[config.mk]
export PLATFORM = sky130hd
export DESIGN_NAME = fp_div_iter
export DESIGN_NICKNAME = d
export VERILOG_FILES = /design/src/rtl/fp_div_iter.sv
export SDC_FILE = /design/constraint.sdc
export NUM_CORES = 1
export LEC_CHECK = 0
export ABC_CLOCK_PERIOD_IN_PS = 3050
export CAP_MARGIN = 20
export CORE_ASPECT_RATIO = 1.75
export CORE_UTILIZATION = 56
export DETAILED_ROUTE_END_ITERATION = 16
export PLACE_DENSITY = 0.92
export SETUP_SLACK_MARGIN = 0.05
export SLEW_MARGIN = 20
export SYNTH_ARGS = -nofsm -noshare
export SYNTH_HDL_FRONTEND = slang
export SYNTH_SLANG_ARGS = --single-unit
[constraint.sdc]
create_clock -name clock -period 3.05 [get_ports clock]
set_clock_uncertainty 0.15 [all_clocks]
set_input_delay 0.61 -clock clock [delete_from_list [all_inputs] [get_ports clock]]
set_output_delay 0.61 -clock clock [all_outputs]
set_load 0.01 [all_outputs]
[src/rtl/fp_div_iter.sv]
// Iterative restoring floating-point divider: one quotient bit per cycle, then a normalize/round cycle.
// FP_DIV_ITER_RNE_EN selects round-to-nearest-even; when undefined the result is truncated.
module fp_div_iter #(
  parameter int EXP_W = 5,
  parameter int MAN_W = 10,
  localparam int W = 1 + EXP_W + MAN_W
) (
  input  logic         clock,
  input  logic         reset,
  input  logic         in_valid,
  output logic         in_ready,
  input  logic [W-1:0] opA,
  input  logic [W-1:0] opB,
  output logic         out_valid,
  input  logic         out_ready,
  output logic [W-1:0] quotient,
  output logic         overflow,
  output logic         underflow,
  output logic         inexact,
  output logic         dbz
);

  localparam int QW = MAN_W + 3;
  localparam int RW = MAN_W + 2;
  localparam int EW = EXP_W + 2;
  localparam int CW = $clog2(QW + 1);
  localparam logic [EXP_W-1:0]     EMAX  = '1;
  localparam logic signed [EW-1:0] BIAS  = EW'((1 << (EXP_W - 1)) - 1);
  localparam logic signed [EW-1:0] EOVF  = EW'((1 << EXP_W) - 1);
  localparam logic signed [EW-1:0] EZERO = '0;

  typedef enum logic [1:0] {IDLE, DIV, NORM, DONE} state_t;

  typedef struct packed {
    logic [W-1:0] q;
    logic         ovf;
    logic         unf;
    logic         inx;
    logic         dbz;
  } res_t;

  state_t state, state_nxt;

  logic                 sgn;
  logic [RW-1:0]        rem;
  logic [MAN_W:0]       dvs;
  logic [QW-1:0]        qbits;
  logic signed [EW-1:0] exp_r;
  logic [CW-1:0]        cnt;
  res_t                 res;

  // operand classification straight off the inputs, used on the accept edge
  logic [EXP_W-1:0] ea, eb;
  logic             s, za, zb, ia, ib, spec_hit;
  res_t             spec_res;

  assign ea       = opA[W-2 -: EXP_W];
  assign eb       = opB[W-2 -: EXP_W];
  assign s        = opA[W-1] ^ opB[W-1];
  assign za       = (ea == '0);
  assign zb       = (eb == '0);
  assign ia       = (ea == EMAX);
  assign ib       = (eb == EMAX);
  assign spec_hit = za | zb | ia | ib;

  always_comb begin
    spec_res        = '0;
    spec_res.q[W-1] = s;
    if ((za && zb) || (ia && ib)) begin
      spec_res.q[W-2 -: EXP_W] = EMAX;
      spec_res.q[MAN_W-1]      = 1'b1;
      spec_res.dbz             = za && zb;
    end else if (zb) begin
      spec_res.q[W-2 -: EXP_W] = EMAX;
      spec_res.ovf             = 1'b1;
      spec_res.dbz             = 1'b1;
    end else if (!za && ia) begin
      spec_res.q[W-2 -: EXP_W] = EMAX;
    end
  end

  // restoring step: remainder stays below 2*divisor, so the shift never drops a set bit
  logic          qbit;
  logic [RW-1:0] rem_sel, rem_nxt;

  always_comb begin
    qbit    = (rem >= RW'(dvs));
    rem_sel = qbit ? (rem - RW'(dvs)) : rem;
    rem_nxt = {rem_sel[RW-2:0], 1'b0};
  end

  logic                 norm, guard, sticky, inc;
  logic [QW-1:0]        qn;
  logic signed [EW-1:0] en, ef;
  logic [MAN_W-1:0]     mant, mf;
  logic [MAN_W:0]       mant_inc;
  res_t                 norm_res;

  always_comb begin
    norm   = qbits[QW-1];
    qn     = norm ? qbits : {qbits[QW-2:0], 1'b0};
    en     = norm ? exp_r : exp_r - EW'(1);
    mant   = qn[QW-2:2];
    guard  = qn[1];
    sticky = qn[0] | (rem != '0);
`ifdef FP_DIV_ITER_RNE_EN
    inc    = guard & (sticky | mant[0]);
`else
    inc    = 1'b0;
`endif
    mant_inc = {1'b0, mant} + (MAN_W + 1)'(inc);
    ef       = en + EW'(mant_inc[MAN_W]);
    mf       = mant_inc[MAN_W] ? '0 : mant_inc[MAN_W-1:0];

    norm_res        = '0;
    norm_res.q[W-1] = sgn;
    if (ef >= EOVF) begin
      norm_res.q[W-2 -: EXP_W] = EMAX;
      norm_res.ovf             = 1'b1;
      norm_res.inx             = 1'b1;
    end else if (ef <= EZERO) begin
      norm_res.unf = 1'b1;
      norm_res.inx = 1'b1;
    end else begin
      norm_res.q   = {sgn, ef[EXP_W-1:0], mf};
      norm_res.inx = guard | sticky;
    end
  end

  always_ff @(posedge clock or posedge reset) begin
    if (reset) state <= IDLE;
    else       state <= state_nxt;
  end

  always_comb begin
    state_nxt = state;
    case (state)
      IDLE: if (in_valid) state_nxt = spec_hit ? DONE : DIV;
      DIV:  if (cnt == CW'(QW - 1)) state_nxt = NORM;
      NORM: state_nxt = DONE;
      DONE: if (out_valid && out_ready) state_nxt = IDLE;
      default: state_nxt = IDLE;
    endcase
  end

  assign in_ready = (state == IDLE);

  // specials enter DONE on the accept edge; out_valid follows one edge later
  always_ff @(posedge clock or posedge reset) begin
    if (reset) begin
      sgn       <= 1'b0;
      rem       <= '0;
      dvs       <= '0;
      qbits     <= '0;
      exp_r     <= '0;
      cnt       <= '0;
      res       <= '0;
      out_valid <= 1'b0;
    end else begin
      case (state)
        IDLE: if (in_valid) begin
          sgn   <= s;
          rem   <= {1'b0, 1'b1, opA[MAN_W-1:0]};
          dvs   <= {1'b1, opB[MAN_W-1:0]};
          exp_r <= $signed({2'b00, ea}) - $signed({2'b00, eb}) + BIAS;
          qbits <= '0;
          cnt   <= '0;
          if (spec_hit) res <= spec_res;
        end
        DIV: begin
          qbits <= {qbits[QW-2:0], qbit};
          rem   <= rem_nxt;
          cnt   <= cnt + CW'(1);
        end
        NORM: begin
          res       <= norm_res;
          out_valid <= 1'b1;
        end
        DONE: begin
          if (!out_valid)     out_valid <= 1'b1;
          else if (out_ready) out_valid <= 1'b0;
        end
        default: ;
      endcase
    end
  end

  assign quotient  = res.q;
  assign overflow  = res.ovf;
  assign underflow = res.unf;
  assign inexact   = res.inx;
  assign dbz       = res.dbz;

endmodule

After elaboration in Yosys (flattened, before gate mapping)
Cells that the tools add are included.

word-level totals
  output and inout bits = 22
  word-level logic and storage cells = 89
  bits of input ports = 36
  register bits = 71

cells by class
  bitwise gates (word level) = 6
  add/sub/neg operators = 5
  equality and inequality tests = 10
  order comparisons = 3
  multiplexer cells = 35
  reduce and logical (&&, ||, !) cells = 17

operators by type and width
  cell                 count
  $mux 20              2
  $pmux 20 s2          1
  $pmux 13 s2          1
  $mux 12              2
  $pmux 12 s2          1
  $mux 5               4
  $mux 15              1
  $mux 13              1
  $ge 12x11->1         1
  $reduce_bool 12->1   1
  $mux 1               11
  $mux 11              1
  $sub 11x11->11       1
  $eq 5x5->1 const B   2
  $logic_not 5->1      2
  $mux 10              1
  $mux 2               4
  $pmux 2 s4           1
  $pmux 4 s2           1
  $add 6x5->7 const B  1
  $ge 7x6->1 const B   1
  $le 7x1->1 const B   1
  $mux 7               1
  $sub 7x2->7 const B  1
  18 further kinds     32

Longest topological paths before layout
Gate-level depths: netlist of run 1.

  depth after elaboration = 9
  mapped depth = 10

Worst setup path after synthesis of run 1
Ideal clock, no wire load.

  kind = flip-flop to flip-flop
  start point = reg rem[0]
  end point = reg rem[9]
  stages on the path, launching flop included = 11
  setup slack = 0.651 ns
  required time = 2.772 ns
  arrival time = 2.121 ns
  library setup time = 0.128 ns
  cell sequence = dfrtp_1 > inv_1 > ha_1 > fa_1 > nand2b_1 > a211oi_1 > o31ai_1 > a21o_1 > buf_2 > mux2i_1 > o21ai_0

between the ends
  longest elaborated chain between the ends = 3
  elaborated cells between the ends (all ways) = 4
  those cells by class = add/sub (1); order compare (1); mux (2)

ends and longest elaborated chain
  item                                                   RTL line  source
  from (decl)                                            45        logic [RW-1:0] rem;
  from (signal assigned)                                 163       rem <= {1'b0, 1'b1, opA[MAN_W-1:0]};
  from (signal assigned)                                 172       rem <= rem_nxt;
  $sub 11x11->11 / $ge 12x11->1 (equally long branches)  88, 87
  $mux 11 (*)                                            88        rem_sel = qbit ? (rem - RW'(dvs)) : rem;
  $pmux 12 s2 (*)                                        160       case (state)

Every way passes the cells marked *; elsewhere a longest branch is shown, timed or not.
A chain may end at the register's enable or synchronous reset.

Worst setup path in the final report of run 1
  start point = reg rem[0]
  end point = reg rem[1]

Same word-level chain as after synthesis.

==> results of run 1 <==
==> path summary, 6_finish.rpt <==
path | to | cells past startpoint
max | rem[1]$_DFFE_PP0P_ | 9
min | dvs[10]$_DFFE_PP0P_ | 2
max reg2reg | rem[1]$_DFFE_PP0P_ | 9
min reg2reg | dvs[10]$_DFFE_PP0P_ | 2
max in group asynchronous | sgn$_DFFE_PP0P_ | 3
min in group asynchronous | quotient[7]$_DFFE_PP0P_ | 2
==> cells by family (layout without fill, tap and decap cells) <==
family	count (synthesis)	count (layout)	share of synthesized area, %
buffers and inverters	57	118	6.13
AND/OR/NAND/NOR	154	154	17.3
multiplexers	22	22	5.08
AO/OA/AOI/OAI	137	137	20.7
XOR/XNOR	14	14	2.78
adder cells (fa/ha/maj)	26	26	7.71
flip-flops	71	71	40.3
==> metrics by stage <==
| step | util, % | hold slack [ns] | setup slack (ns) | total power [uW] |
|---|---|---|---|---|
| after floorplan | - | 0.268 | 0.493 | 3870 |
| final | 70.3 | 0.308 | 0.248 | 5870 |
| after global placement | 66.3 | 0.282 | 0.223 | 4550 |
| after detailed placement | 66.3 | 0.293 | 0.141 | 4710 |
| after global routing | 70.3 | 0.338 | 0.120 | 6290 |
| after CTS | 70.3 | 0.306 | 0.167 | 5840 |
==> per-layer routing <==
metal  wire, um  GRT usage (%)  vias to the layer above  part of all wire (%)
met1       3910           29.4                     1851                    36
met4        412           14.2                        0                   3.8
met5          0              0                        -                     0
met2       6100           52.6                      153                    56
li1           -              -                     1832                     -
met3        526           5.92                       36                   4.8
==> timing repair <==
action | in CTS | in global routing
hold endpoints to repair | 0 | 0
gates resized for setup | 0 | 1
hold buffers | 0 | 0
endpoints found under the setup margin | 0 | 2
==> critical path: cells and delay by family, from the launching register on <==
family | cells | cell delay, ns
AOI/OAI and AO/OA | 4 | 1.00
adders and majority gates | 2 | 0.64
DFF | 1 | 0.34
muxes | 1 | 0.32
and+or+nand+nor | 1 | 0.20
buffers and inverters | 1 | 0.08
==> registers in the layout (all words and copies together) (netlist names), 2 cells and up <==
name	cells
cnt	4
rem	12
qbits	13
exp_r	7
quotient	16
state	2
dvs	11
==> power by group through the flow <==
stage / combinational [uW] / sequential, uW / clock [uW]
finish: 3170 / 1620 / 1090
global route: 3490 / 1660 / 1140
CTS: 3130 / 1610 / 1100
detailed placement: 3090 / 1620 / 0
global placement: 2960 / 1590 / 0
floorplan: 2340 / 1530 / 0
==> final cells by class <==
class / count / area share, %
multi-input combinational: 353 / 44.1
tap: 88 / 2.05
inverter: 33 / 2.31
sequential: 71 / 33.1
timing repair buffer: 69 / 12.6
clock inverter: 3 / 0.747
clock buffer: 13 / 5.04
==> cells in the mapped netlist (all sizes together) (10+ instances only) <==
cell type | n | area share [%]
dfrtp | 71 | 40
a21oi | 27 | 3.1
mux2i | 19 | 4.3
o21ai | 54 | 6.9
nor3 | 11 | 1.2
a22o | 13 | 2.6
inv | 33 | 2.8
clkbuf | 13 | 1.1
xnor2 | 10 | 2.0
buf | 10 | 2.0
ha | 24 | 6.8
nor2 | 28 | 2.4
nand2 | 59 | 5.0
==> impl_metrics.yaml, run 1 <==
setup_path:
  cp-end-kind: "register"
  arrival_ns: 2.90
  max_stage_delay_ns: 0.40
  rr_startpoint: "rem[0]$_DFFE_PP0P_"
  startpoint: "rem[0]$_DFFE_PP0P_"
  crit_path_max_fanout: 14
  critical_path_class: "reg -> reg"
  r2r_slack_ns: 0.25
  startpoint_type: "register"
  path_cells: "inv_1, ha_1, fa_1, nand2b_1, a211oi_1, o31ai_1, a21o_2, mux2_2, o221ai_1"
  crit_slowest_cell: "fa_1"
  cp.required_ns: 3.15
global_routing:
  grt_pass1_wl_um: 18400
  grt_max_degree: 37
  grt_pass1_vias: 3955
  grt-ovfl-total: 0
  antenna_found_initial: 0
  grt_usage_pct: 28.3
cells_and_area:
  instances_no_fill: 630
  final_nets: 599
  final_common_cell: "dfrtp_1"
  num_antenna_cells: 0
  stdcell_area_um2: 5360
  mostFrequentLayoutCells: "dfrtp_1 (71), nand2_1 (59), clkdlybuf4s50_1 (57)"
  drive_above_1_share_pct: 9.04
  multi_input_area_um2: 2370
  seqCellArea_um2: 1780
  area.growth.synth_to_final_pct: 21.5
  num-fill-cells: 580
status:
  status: "finished, final reports clean"
floorplan:
  ios: 58
  core_area_um2: 7620
  die_h_um: 119
  die_w_um: 69.1
  row_count: 42
  die_area_um2: 8250
  initial_core_util_pct: 57.9
timing:
  rsz0062_at_grt: "no"
  finalHoldViolCount: 0
  relSlewSlack_pct: 60.9
  timing.final.crit_share_pct: 91.9
  worstMarginPinSlew_ns: 0.579
  period_minus_slack_ns: 2.80
  max_freq_ghz: 0.357
  setup_violations: 0
  finalSetupTns_ns: 0
  slew_viol_final: 0
logic_synthesis:
  ys.flop_type: "dfrtp_1"
  synth.distinct_cells: 59
  synth_area_um2: 4410
  synth.avg_cell_area_um2: 9.17
  synth-seq-cells: 71
  synth_edf_count: 0
  async_reset_ff_share_pct: 100
  ys_warn_count: 0
  syn_inst: 481
  synth_nets: 543
  yosysSeqAreaShare_pct: 40.3
clock_network:
  cts_tree: "yes"
  cts_setup_buffers: 0
  clock-root-buffer: "clkbuf_16"
  numCtsBuffers: 9
  clk_pin_slew_ns: 0.06
  clkLatencyLatePin_ns: 0.34
  clock-sinks: 71
  clk_path_buf_depth: 2
  cts_htree_levels: 3
drt:
  dr.pass1.iters: 4
  first_iter_violations: 269
  ant_nets: 0
  drc: 0
  route.vias.total: 3872
  routed_via_density: 6.15
  post_drt_wl_per_cell_um: 17.4
  drt_wl_total_um: 11000
placed_design:
  routabilityCongestion: 0.933
  place_area_um2: 5050
  dp.cells: 614
  io_buffers: 57
  post-dp-hpwl_um: 8080
power_and_ir_drop:
  intPower_uw: 3320
  p_switching_uw: 2550
  swShare_pct: 43.4
  leakage_uw: 0.00233
  power.share.clock_pct: 18.5
  pwr-share-seq_pct: 27.5
  power_density_nw_per_um2: 1100
  ir_worst_vdd_mv: 0.714
  comb_power_share_pct: 53.9
min_path:
  min_path_type: "reg -> reg"
  hold_start: "dvs[10]$_DFFE_PP0P_"
run:
  maxCapViolations: 0
No activity file was read; power rests on OpenSTA's default activity.
==> run 2: changes to the inputs <==
--- a/config.mk
+++ b/config.mk
@@ -9,6 +9,7 @@
 export CAP_MARGIN = 20
 export CORE_ASPECT_RATIO = 1.75
 export CORE_UTILIZATION = 56
+export CTS_BUF_LIST = sky130_fd_sc_hd__clkbuf_16
 export DETAILED_ROUTE_END_ITERATION = 16
 export PLACE_DENSITY = 0.92
 export SETUP_SLACK_MARGIN = 0.05
==> impl_metrics.yaml, run 2 (same netlist as run 1, synthesis figures left out) <==
global_routing:
  antenna_found_initial: 0
  busiest_layer: "met2"
  grt_usage_pct: 28.0
  grt_pass1_wl_um: 18100
  grt-ovfl-total: 0
  grt_max_degree: 37
  grt_pass1_vias: 3929
  use_met1_pct: 28.9
  gr-usage-met3_pct: 5.84
  met2_usage_pct: 51.9
power_and_ir_drop:
  ir_worst_vdd_mv: 0.719
  power_density_nw_per_um2: 1090
  leakage_uw: 0.00232
drt:
  drc: 0
  dr.pass1.iters: 4
  ant_nets: 0
  first_iter_violations: 262
  routed_via_density: 6.15
  route.vias.total: 3876
  post_drt_wl_per_cell_um: 17.3
  drt_wl_total_um: 10900
min_path:
  min_path_type: "reg -> reg"
cells_and_area:
  drive_above_1_share_pct: 8.49
  area.growth.synth_to_final_pct: 20.8
  mostFrequentLayoutCells: "dfrtp_1 (71), nand2_1 (59), clkdlybuf4s50_1 (57)"
  largest_reg_flops: 16
  stdcell_area_um2: 5330
  finalCoreUtilization_pct: 70.0
  instances_no_fill: 630
  final_nets: 599
  num_antenna_cells: 0
  final_common_cell: "dfrtp_1"
timing:
  timing.final.crit_share_pct: 91.6
  fin_hold_ws_ns: 0.307
  max_freq_ghz: 0.358
  setup_violations: 0
  finalHoldViolCount: 0
  relSlewSlack_pct: 53.7
  worstMarginPinSlew_ns: 0.686
  period_minus_slack_ns: 2.79
  slew_viol_final: 0
  rsz0062_at_grt: "no"
  finalSetupTns_ns: 0
clock_network:
  clock-root-buffer: "clkbuf_16"
  cts_tree: "yes"
  cts_setup_buffers: 0
  clk_pin_slew_ns: 0.06
  cts_htree_levels: 3
  clkLatencyLatePin_ns: 0.34
  clock-sinks: 71
  clk_path_buf_depth: 2
  numCtsBuffers: 9
floorplan:
  die_area_um2: 8250
  die_h_um: 119
  row_count: 42
  core_area_um2: 7620
  die_w_um: 69.1
  initial_core_util_pct: 57.9
  ios: 58
placed_design:
  place_area_um2: 5050
  post-dp-hpwl_um: 8080
  routabilityCongestion: 0.933
  io_buffers: 57
  dp.cells: 614
run:
  maxCapViolations: 0
setup_path:
  cp-end-kind: "register"
  arrival_ns: 2.90
  startpoint_type: "register"
  critical_path_class: "reg -> reg"
  crit_path_max_fanout: 14
  cp.required_ns: 3.15
status:
  status: "finished, final reports clean"
-- run 2: final timing paths --
path / end / slack [ns] / depth (start not counted) / from
min: dvs[10]$_DFFE_PP0P_ / 0.31 / 2 / dvs[10]$_DFFE_PP0P_
max: rem[1]$_DFFE_PP0P_ / 0.26 / 9 / rem[0]$_DFFE_PP0P_
min in group asynchronous: quotient[2]$_DFFE_PP0P_ / 0.39 / 2 / reset
max reg2reg: rem[1]$_DFFE_PP0P_ / 0.26 / 9 / rem[0]$_DFFE_PP0P_
max in group asynchronous: quotient[12]$_DFFE_PP0P_ / 1.77 / 3 / reset
min reg2reg: dvs[10]$_DFFE_PP0P_ / 0.31 / 2 / dvs[10]$_DFFE_PP0P_
-- run 2: timing repair --
action | CTS | global route
setup endpoints to repair | 0 | 2
hold buffers | 0 | 0
gates resized for setup | 0 | 1
-- run 2: area by class of cell --
type | count | area, um^2
well taps | 88 | 110
multi-input cells | 353 | 2370
repair buffers | 69 | 673
fillers | 588 | 2290
inverters | 33 | 124
clock buffers | 9 | 225
clock inverters | 7 | 55.1
flip-flops and latches | 71 | 1780
-- run 2: worst max-delay path: stages, from the launching register on --
cell and delay [ns]:
dfrtp_1 0.34, inv_1 0.08, ha_1 0.24, fa_1 0.40, nand2b_1 0.20, a211oi_1 0.33, o31ai_1 0.17, a21o_2 0.34
mux2_2 0.32, o221ai_1 0.15
-- run 2: through the flow --
stage	total power, uW	setup WS (ns)
after floorplan	3870	0.493
after global placement	4550	0.223
after detailed placement	4710	0.141
after CTS	5750	0.167
after global routing	6200	0.120
final	5800	0.256
-- run 2: power breakdown --
| part | switching, uW | leakage [uW] | total, uW | internal, uW |
|---|---|---|---|---|
| Combinational | 1840 | 0.00127 | 3180 | 1340 |
| Clock | 394 | 0.000143 | 1010 | 618 |
| Sequential | 327 | 0.000913 | 1620 | 1290 |
-- run 2: metal layers --
metal / vias up / share of wire, % / routed length, um
li1: 1830 / - / -
met5: - / 0 / 0
met3: 39 / 4.7 / 509
met2: 145 / 55 / 6000
met1: 1862 / 37 / 3990
met4: 0 / 3.8 / 409
